### src/rtl/rule_range_match.sv
// node_pkg: packet/rule structs shared across the tree classifier.
// rule_range_match: per-field unsigned range compare of a 5-tuple plus a one-cycle registered copy.
package node_pkg;
    typedef struct packed {
        logic [31:0] ip;
        logic [15:0] port;
    } endpoint_s;

    typedef struct packed {
        endpoint_s   src;
        endpoint_s   dst;
        logic [7:0]  protocol;
    } packet_s;

    typedef struct packed {
        packet_s     start;
        packet_s     last;
        logic [31:0] weight;
    } rule_s;
endpackage

module rule_range_match
    import node_pkg::*;
#(
    parameter bit LAST_ZERO_IS_MAX = 1'b1
) (
    input  logic    clk,
    input  logic    reset,
    input  rule_s   rule,
    input  packet_s packet,
    input  logic    valid_in,
    output logic    matched,
    output logic [4:0] field_matched,
    output logic    matched_q,
    output logic    valid_q
);
    logic matched_d;
    logic valid_d;
    logic unused_weight;

    // Narrow fields are zero-extended, which keeps the unsigned order and the last==0 test intact.
    function automatic logic in_range(input logic [31:0] v, input logic [31:0] s, input logic [31:0] l);
        return (v >= s) && ((v < l) || (LAST_ZERO_IS_MAX && (l == 32'd0)));
    endfunction

    assign unused_weight = ^rule.weight;

    always_comb begin
        field_matched[4] = in_range(packet.src.ip, rule.start.src.ip, rule.last.src.ip);
        field_matched[3] = in_range(packet.dst.ip, rule.start.dst.ip, rule.last.dst.ip);
        field_matched[2] = in_range(32'(packet.src.port), 32'(rule.start.src.port), 32'(rule.last.src.port));
        field_matched[1] = in_range(32'(packet.dst.port), 32'(rule.start.dst.port), 32'(rule.last.dst.port));
        field_matched[0] = in_range(32'(packet.protocol), 32'(rule.start.protocol), 32'(rule.last.protocol));
        matched = &field_matched;
        matched_d = valid_in & matched;
        valid_d = valid_in;
    end

    always_ff @(posedge clk) begin
        if (reset) begin
            matched_q <= 1'b0;
            valid_q <= 1'b0;
        end else begin
            matched_q <= matched_d;
            valid_q <= valid_d;
        end
    end
endmodule

### config.mk
export PLATFORM = sky130hd
export DESIGN_NAME = rule_range_match
export DESIGN_NICKNAME = d
export VERILOG_FILES = /design/src/rtl/rule_range_match.sv
export SDC_FILE = /design/constraint.sdc
export NUM_CORES = 1
export LEC_CHECK = 0
export BUFFER_PORTS_ARGS = -buffer_cell sky130_fd_sc_hd__clkbuf_2
export CORE_AREA = 2 2 137 139
export CTS_BUF_LIST = sky130_fd_sc_hd__clkbuf_4
export CTS_CLUSTER_SIZE = 24
export DETAILED_ROUTE_END_ITERATION = 10
export DIE_AREA = 0 0 139 141
export PLACE_DENSITY = 0.68
export SLEW_MARGIN = 5
export SYNTH_ARGS = -nofsm -noshare
export SYNTH_HDL_FRONTEND = slang
export SYNTH_SLANG_ARGS = --single-unit
### constraint.sdc
create_clock -name clk -period 3.2 [get_ports clk]
set_input_delay 0.48 -clock clk [delete_from_list [all_inputs] [get_ports clk]]
set_output_delay 0.48 -clock clk [all_outputs]
set_load 0.05 [all_outputs]
**Yosys cells after proc, flatten, opt, wreduce, memory -nomap -nowiden**

Index checks and enable logic that the tools add are counted.
Widths: inputs -> output; s select.

- Flip-flop bits (word level): 2
- Word-level logic and storage cells: 29

- Magnitude comparators: 10
- Bitwise gates (word level): 1
- Reduce and logical (&&, ||, !) cells: 16

Operators with widths:

| cell | number |
|---|---|
| $ge 32x32->1 | 2 |
| $logic_not 32->1 | 2 |
| $lt 32x32->1 | 2 |
| $ge 16x16->1 | 2 |
| $logic_not 16->1 | 2 |
| $lt 16x16->1 | 2 |
| $ge 8x8->1 | 1 |
| $logic_not 8->1 | 1 |
| $lt 8x8->1 | 1 |
| $logic_and 1x1->1 | 5 |
| $logic_or 1x1->1 | 5 |
| $reduce_and 5->1 | 1 |
| $and 1x1->1 | 1 |

**Logic depth before layout (Yosys ltp)**

Gate-level depths: netlist (run 1).

- Depth in word-level cells: 5
- Gate-level depth with buffers: 9
- Depth with buffers taken out: 9

**Worst setup path before layout (run 1)**

OpenSTA, ideal clock, no wires.

- Path kind: input to output
- Start point: input rule[194] in the netlist's numbering
- End point: output matched
- Arrival: 3.141 ns
- Slack: -0.421 ns
- Cell stages on the path: 9
- Cell sequence: inv_1 -> ha_1 -> a211o_1 -> a31oi_1 -> nor4_1 -> o2111ai_1 -> a32oi_1 -> nand4_1 -> nor2_1

- Word-level cells in the longest chain between the ends: 3

Ends and longest elaborated chain:

| item | RTL line | text |
|---|---|---|
| start: declaration | 29 | `input rule_s rule,` |
| $ge 16x16->1 | 43 | `return (v >= s) && ((v < l) \|\| (LAST_ZERO_IS_MAX && (l == 32'd0)));` |
| $logic_and 1x1->1 | 43 |  |
| via field_matched[2] | 33 | `output logic [4:0] field_matched,` |
| $reduce_and 5->1 | 54 | `matched = &field_matched;` |
| end: declaration | 32 | `output logic matched,` |

The timed path passes the listed nets, and every way through them passes these cells.

**Worst setup path after layout (run 1)**

- Start point: input packet[24] in the netlist's numbering
- End point: output field_matched[3]

- Word-level cells in the longest chain between the ends: 3

Ends and longest elaborated chain:

| item | RTL line | text |
|---|---|---|
| start: declaration | 30 | `input packet_s packet,` |
| $lt 32x32->1 | 43 |  |
| $logic_or 1x1->1 | 43 |  |
| $logic_and 1x1->1 (*) | 43 |  |
| end: declaration | 33 |  |

Mark *: on every way between the ends. The rest lies on a longest branch, timed or not.

==> results of run 1 <==
## repair_timing
action	in CTS	in global routing
pin swaps	1	3
resized for setup	1	7
endpoints found under the setup margin	1	3
setup buffers	0	4
## synthesized netlist by cell type, drive strengths merged (2+ instances only)
master	instances
and2	3
nand4b	2
a21o	12
a32oi	2
nor3	6
o21a	2
or4	3
nand3	17
a2111o	3
o21ai	30
nor2	20
a2111oi	7
nor4	29
o211ai	4
a21oi	75
dfxtp	2
a21boi	3
inv	208
nand2b	12
a22oi	3
nand4	29
o2111ai	2
o22ai	2
a211oi	7
a31oi	2
ha	203
nor2b	3
and4	6
nand2	40
a221o	2
## stage by stage
step / cells / total power [mW] / utilization, % / worst slack (ns)
6_report: 1328 / 0.9628 / 40.70 / 0.1219
5_1_grt: 1328 / 1.107 / 40.70 / -0.02258
4_1_cts: 1324 / 0.9640 / 40.40 / 0.01005
3_5_place_dp: 1321 / 0.8939 / 40.27 / -0.02202
3_3_place_gp: 1321 / 0.8778 / 40.27 / -0.01293
2_1_floorplan: 753 / 0.5057 / - / 0.05506
## kinds of logic (layout without fill, tap and decap cells)
family	after synthesis	in the layout	synth area share (%)
compound gates	165	165	19.42
fa+ha+maj	203	203	47.55
buf+inv	208	549	14.62
flops	2	2	0.7496
simple gates	175	175	17.66
## final cells by class
class / instances / area share (%)
tap: 234 / 3.938
timing repair buffer: 338 / 23.33
clock buffer: 3 / 0.3029
sequential: 2 / 0.5385
multi-input combinational: 543 / 61.39
inverter: 208 / 10.50
## registers in the layout, indices dropped and copies added (netlist names)
signal	flops
matched_q	1
valid_q	1
## where the power goes
part / switching, mW / internal (mW) / leakage (nW)
registers: 0.000194 / 0.0258 / 0.0164
logic: 0.460 / 0.419 / 4.70
clock network: 0.0162 / 0.0416 / 0.0138
total: 0.477 / 0.486 / 4.73
## critical path, stage by stage
cell and delay, ns:
clkbuf_2 0.09, inv_1 0.04, ha_1 0.25, nand2b_1 0.14, a2111o_1 0.40, a311o_1 0.36
a2111oi_4 0.37, o21ai_2 0.12, and2_1 0.16, buf_2 0.21
## worst min-delay path by stage
stage / from / slack, ns / end
after global routing: reset / 0.46 / valid_q
after global placement: reset / 0.72 / valid_q
after detailed placement: reset / 0.71 / valid_q
after CTS: reset / 0.46 / valid_q
final: reset / 0.45 / valid_q
after floorplan: reset / 0.56 / valid_q
## layer usage
metal  track usage, %  wire, um
met1            20.46      7694
met2            35.47      9068
met3            2.344      1128
met4            2.764       265
met5                0         0
==> flow_metrics.tcl, run 1 <==
set metrics [dict create \
    status "completed" \
    cts_buffer_depth 2 \
    layout_commonest_cell "clkbuf_2" \
    syn2layout_area_growth_pct 39.19 \
    ctsHoldBuffers 0 \
    ys_ff_latch 2 \
    power_density_nw_per_um2 129.5 \
    synth-seq-area-share_pct 0.7496 \
    post_route_cells_drive_above_1_share_pct 31.90 \
    wire_per_inst_um 13.67 \
    post-route-cell-area_um2 7435 \
    cp.required_ns 2.72 \
    postRouteAntennaNets 0 \
    root_buffer "clkbuf_4" \
    initialDrtViolationCount 98 \
    grt_pass1_vias 6509 \
    syn_area_um2 5341 \
    io_buffer_count 322 \
    setup-violations-final 0 \
    synthArstFlopShare_pct 0 \
    htreeDepth 1 \
    start_util_pct 29.24 \
    fmax_mhz 324.9 \
    min_period_ns 3.078 \
    dieArea_um2 19600 \
    die_h_um 141 \
    cts-buffers-inserted 3 \
    diodes 0 \
    grt_usage_pct 17.82 \
    hold_violations 0 \
    whs_ns 0.4537 \
    grt-ovfl-total 0 \
    startpoint "packet[24]" \
    maxCapViolCount 0 \
    vdd_drop_max_v 0.00006731 \
    synth_cell_types 48 \
    place_area_um2 7356 \
    nNetsFinal 1646 \
    rows 50 \
    antenna_found_initial 0 \
    routed_via_density 4.728 \
    vias 6279 \
    grt_pass1_wl_mm 29.39 \
    period_share_pct 96.19 \
    seqCellArea_um2 40.04 \
    finalSetupTns_ns 0 \
    fp.dieW_um 139 \
    worstMarginPinSlew_ns 0.5727 \
    yosysTopAreaCellShare_pct 47.55 \
    slew_headroom_pct 60.84 \
    n_fill_cell 1911 \
    cts_sinks 2 \
    grt_max_degree 4 \
    critical_path_class "input port to output pin" \
    leakage_nw 4.730 \
    place_hpwl_mm 17.34 \
    drc 0 \
    avgSynthCellArea_um2 7.093 \
    firstDrtPassIters 4 \
    layout_common_cells "clkbuf_2, inv_1, ha_1" \
    startpoint_type "input port" \
    ys.flop_type "dfxtp_1" \
    core_um2 18270 \
    multiInputGateArea_um2 4564 \
    io_pins 355 \
    hold-path-cell-count 2 \
    synthCells 753 \
    synth_edf_count 0 \
    worstHoldPathType "input port to register" \
    crit_end "field_matched[3]" \
    maxSlewViolCount 0 \
    synth_nets 1303 \
    routed_wl_mm 18.16 \
    synth_warnings 0 \
    place_congestion 0.9059 \
    path_max_fanout 2 \
    clk_pin_slew_ns 0.04 \
    yosys.area.top_type "ha_1" \
    worstPathArrival_ns 2.60 \
    crit_path_end_kind "output pin" \
    cts_tree "done" \
    synth.area.top_cells "ha_1, inv_1, a21oi_1, nand4_1, nor4_1" \
]
(Power assumes the default switching activity.)
==> run 2, diff against run 1 <==
--- a/config.mk
+++ b/config.mk
@@ -12,6 +12,8 @@
 export DETAILED_ROUTE_END_ITERATION = 10
 export DIE_AREA = 0 0 139 141
 export PLACE_DENSITY = 0.68
+export RECOVER_POWER = 25
+export REMOVE_ABC_BUFFERS = 1
 export SLEW_MARGIN = 5
 export SYNTH_ARGS = -nofsm -noshare
 export SYNTH_HDL_FRONTEND = slang
==> run 2 against run 1 <==
  * First-iteration DRC count increased by 100%
  * Worst setup slack got worse by 0.027 ns
  * Design area decreased by 0.44%
  * Hold slack improved by 0.015 ns
  * Sequential cell count unchanged
  * Die area unchanged
  * Routed wire length decreased by 0.28%
  * Largest power group unchanged
==> flow_metrics.tcl, run 2 (same netlist as run 1, synthesis figures left out) <==
set metrics [dict create \
    place_congestion 0.9439 \
    io_buffer_count 322 \
    p_seq_share_pct 2.7 \
    routed_via_density 4.805 \
    path_max_fanout 2 \
    setup-violations-final 0 \
    ctsHoldBuffers 0 \
    vias 6347 \
    grt-ovfl-total 0 \
    status "completed" \
    htreeDepth 1 \
    grt_usage_pct 17.08 \
    fmax_mhz 322.1 \
    grt_pass1_vias 6170 \
    antenna_found_initial 4 \
    path_delay_family "compound AO/OA/AOI/OAI gates" \
    wire_per_inst_um 13.71 \
    slew_headroom_pct 57.49 \
    cts_tree "done" \
    critPathBufInv 3 \
    post-cts-setup-buffer-count 0 \
    hold_violations 0 \
    total_power_mw 0.9542 \
    power_density_nw_per_um2 128.9 \
    maxSlewViolCount 0 \
    whs_ns 0.4691 \
    combPwrFrac_pct 91.4 \
    place_hpwl_mm 17.15 \
    critical_path_class "input port to output pin" \
    io_pins 355 \
    nNetsFinal 1636 \
    worstPathArrival_ns 2.62 \
    post_route_cells_drive_above_1_share_pct 31.37 \
    worstHoldPathType "input port to register" \
    intPower_mw 0.4818 \
    worstMarginPinSlew_ns 0.6404 \
    max_stage_delay_ns 0.38 \
    min_period_ns 3.105 \
    rsz0062_at_grt "true" \
    grt_pass1_wl_mm 27.81 \
    firstDrtPassIters 4 \
    routed_wl_mm 18.11 \
    dieArea_um2 19600 \
    pre_cts_ws_ns -0.1245 \
    path_cells "buf_6 -> inv_4 -> ha_4 -> nand2b_4 -> a2111o_1 -> a311o_1 -> a2111oi_4 -> o21ai_1 -> nand4_1 -> nor2_1 -> clkbuf_8" \
    layout_setup_ws_ns 0.09522 \
    start_util_pct 29.24 \
    layout_commonest_cell "clkbuf_2" \
    clk_pin_slew_ns 0.03 \
    crit_path_end_kind "output pin" \
    core_um2 18270 \
    p_sw_mw 0.4724 \
    leakage_nw 4.687 \
    vdd_drop_max_v 0.00007889 \
    fp.dieW_um 139 \
    cp.required_ns 2.72 \
    cts-buffers-inserted 3 \
    maxCapViolCount 0 \
    cts_sinks 2 \
    fin_cells 1321 \
    initialDrtViolationCount 200 \
    die_h_um 141 \
    drc 0 \
    root_buffer "clkbuf_4" \
    rows 50 \
    place_inst 1315 \
    grt_max_degree 4 \
    cts_buffer_depth 2 \
    startpoint_type "input port" \
    syn2layout_area_growth_pct 38.58 \
    cpMaxStageDelayCell "a311o_1" \
    postRouteAntennaNets 0 \
    reg_top3 "matched_q (1), valid_q (1)" \
    p_clk_share_pct 5.9 \
    layout_common_cells "clkbuf_2, inv_1, ha_1" \
    power_switching_share_pct 49.50 \
    period_share_pct 97.02 \
]
==> run 2: changes by cell type in the layout (fill, tap and decap cells not counted), moves of 2 or more <==
cell,before,now
buf_4,17,6
ha_1,203,201
a22oi_1,1,3
a22oi_2,2,0
ha_4,0,2
diode_2,0,3
==> run 2: timing repair <==
item,in CTS,in global routing
gates resized for setup,2,11
pin swaps,3,11
setup endpoints to repair,1,3
gates cloned,0,0
==> run 2: layer usage <==
layer	vias to the layer above	GRT usage, %	routed length, um
li1	3337	-	-
met1	2776	21.82	7964
met2	204	30.52	8585
met3	28	2.717	1221
met4	2	3.349	321
met5	-	0	13
==> run 2: cell type report <==
| class | instances | area (um2) |
|---|---|---|
| tap | 234 | 292.8 |
| inverter | 208 | 783.3 |
| fill | 1915 | 10870 |
| timing repair buffer | 328 | 1670 |
| sequential | 2 | 40.04 |
| clock buffer | 3 | 22.52 |
| antenna | 3 | 7.507 |
| multi-input combinational | 543 | 4586 |
==> run 2: power by group through the flow <==
| stage | logic [mW] | clock network, mW | registers, mW |
|---|---|---|---|
| 5_1_grt | 1.00 | 0.0618 | 0.0260 |
| 3_5_place_dp | 0.855 | 0 | 0.0263 |
| 6_report | 0.872 | 0.0562 | 0.0259 |
| 3_3_place_gp | 0.839 | 0 | 0.0263 |
| 4_1_cts | 0.862 | 0.0611 | 0.0259 |
| 2_1_floorplan | 0.473 | 0 | 0.0287 |
==> run 2: final timing paths <==
kind                   start      end  cells after the start
setup / recovery  packet[24]  matched                     11
hold / removal         reset  valid_q                      2
==> run 2: metrics by stage <==
stage | util [%] | setup TNS, ns | cell area, um2
after floorplan | - | -0.4207 | 5341
after global placement | 39.91 | -0.09539 | 7291
after detailed placement | 39.91 | -0.1245 | 7291
after CTS | 40.08 | 0 | 7322
after global routing | 40.48 | -0.01742 | 7395
final | 40.52 | 0 | 7402
==> run 3, diff against run 2 <==
==> constraint.sdc (replaced) <==
create_clock -name clk -period 3.2 [get_ports clk]
set_input_delay 0.32 -clock clk [delete_from_list [all_inputs] [get_ports clk]]
set_output_delay 0.32 -clock clk [all_outputs]
set_load 0.05 [all_outputs]
==> run 3 against run 2 <==
  * Worst setup slack improved by 0.099 ns
  * Die area stayed put
  * Critical path depth stayed put
  * Design area fell by 1.7%
  * Non-clock buffer count fell by 6
  * Sequential cell count did not move
  * Critical endpoint unchanged
==> flow_metrics.tcl, run 3 (same netlist as run 1, synthesis figures left out) <==
set metrics [dict create \
    status "completed" \
    startpoint_type "input port" \
    start_util_pct 29.24 \
    leakage_nw 4.644 \
    io_pins 355 \
    max_stage_delay_ns 0.41 \
    nNetsFinal 1630 \
    htreeDepth 1 \
    whs_ns 0.3328 \
    worstHoldPathType "input port to register" \
    setup-violations-final 0 \
    worstSetupPathDepth 11 \
    cts_buffer_depth 2 \
    postRouteAntennaNets 0 \
    min_period_ns 3.006 \
    worstMarginPinSlew_ns 0.6260 \
    worstPathArrival_ns 2.69 \
    fin_cells 1315 \
    grt_pass1_wl_mm 27.68 \
    fp.dieW_um 139 \
    rows 50 \
    fmax_mhz 332.7 \
    period_share_pct 93.94 \
    die_h_um 141 \
    routed_via_density 4.797 \
    layout_common_cells "clkbuf_2, inv_1, ha_1" \
    path_cells "clkbuf_2 -> inv_1 -> ha_1 -> nand2b_1 -> a2111o_1 -> a311o_1 -> a2111oi_2 -> o21ai_1 -> nand4_1 -> nor2_1 -> clkbuf_2" \
    post_route_cells_drive_above_1_share_pct 30.24 \
    grt-ovfl-total 0 \
    syn2layout_area_growth_pct 36.19 \
    met2_usage_pct 30.49 \
    dieArea_um2 19600 \
    cts_resized 0 \
    critPathBufInv 3 \
    crit_end "matched" \
    maxSlewViolCount 0 \
    cts_sinks 2 \
    grt_max_degree 4 \
    cts_tree "done" \
    reg_top3 "matched_q (1), valid_q (1)" \
    routed_wl_mm 17.69 \
    core_um2 18270 \
    initialDrtViolationCount 180 \
    path_common_cell "clkbuf_2" \
    vias 6308 \
    grt_pass1_vias 6068 \
    drc 0 \
    use_met3_pct 2.615 \
    path_max_fanout 2 \
    grt_usage_pct 16.92 \
    layout_commonest_cell "clkbuf_2" \
    power_density_nw_per_um2 127.8 \
    wire_per_inst_um 13.45 \
    vdd_drop_max_v 0.0001401 \
    startpoint "packet[24]" \
    clk_pin_slew_ns 0.03 \
    cts-buffers-inserted 3 \
    path_delay_family "compound AO/OA/AOI/OAI gates" \
    ctsHoldBuffers 0 \
    antenna_found_initial 4 \
    root_buffer "clkbuf_4" \
    post-cts-setup-buffer-count 0 \
    critical_path_class "input port to output pin" \
    place_hpwl_mm 17.07 \
    rsz0062_at_grt "false" \
    cp.required_ns 2.88 \
    top_usage_layer "met2" \
    io_buffer_count 322 \
    firstDrtPassIters 5 \
    grtUsageMet1_pct 21.66 \
    place_inst 1309 \
    crit_path_end_kind "output pin" \
    place_congestion 0.9300 \
    slew_headroom_pct 58.45 \
    hold_violations 0 \
    maxCapViolCount 0 \
    cpMaxStageDelayCell "a2111o_1" \
]
-- run 3: changes by cell type in the layout (fill, tap and decap cells not counted), sizes merged --
cell / delta
buf: -7
clkbuf: +1
-- run 3: where the power goes --
group          switching [mW]  total, mW  leakage, nW  internal [mW]
Sequential           0.000129     0.0259       0.0164         0.0258
Combinational           0.449      0.849         4.61          0.399
Clock                  0.0138     0.0551       0.0138         0.0413
-- run 3: area by class of cell --
type	count	area [um2]
tap	234	292.8
multi-input combinational	543	4521
timing repair buffer	322	1610
antenna	3	7.507
inverter	208	780.7
sequential	2	40.04
fill	1967	10990
clock buffer	3	22.52
-- run 3: worst min-delay path by stage --
stage / start / endpoint / slack [ns] / cells after the start
3_3_place_gp: reset / valid_q / 0.55 / 2
5_1_grt: reset / valid_q / 0.31 / 2
6_report: reset / valid_q / 0.33 / 2
3_5_place_dp: reset / valid_q / 0.55 / 2
2_1_floorplan: reset / valid_q / 0.40 / 1
4_1_cts: reset / valid_q / 0.31 / 2
-- run 3: per-layer routing --
metal,up-vias,part of all wire [%]
li1,3333,-
met4,2,1.5
met3,24,6.1
met1,2743,45
met2,206,48
met5,-,0.073
-- run 3: per-stage QoR --
stage	util [%]	power [mW]	setup TNS [ns]	instance area [um2]	setup slack, ns
after CTS	39.79	0.9386	0	7268	0.1595
final	39.82	0.9298	0	7274	0.1940
after global routing	39.78	1.066	0	7267	0.05524
after global placement	39.66	0.8543	0	7246	0.1984
after detailed placement	39.66	0.8715	0	7246	0.1645
after floorplan	-	0.5016	-0.1007	5341	-0.1007
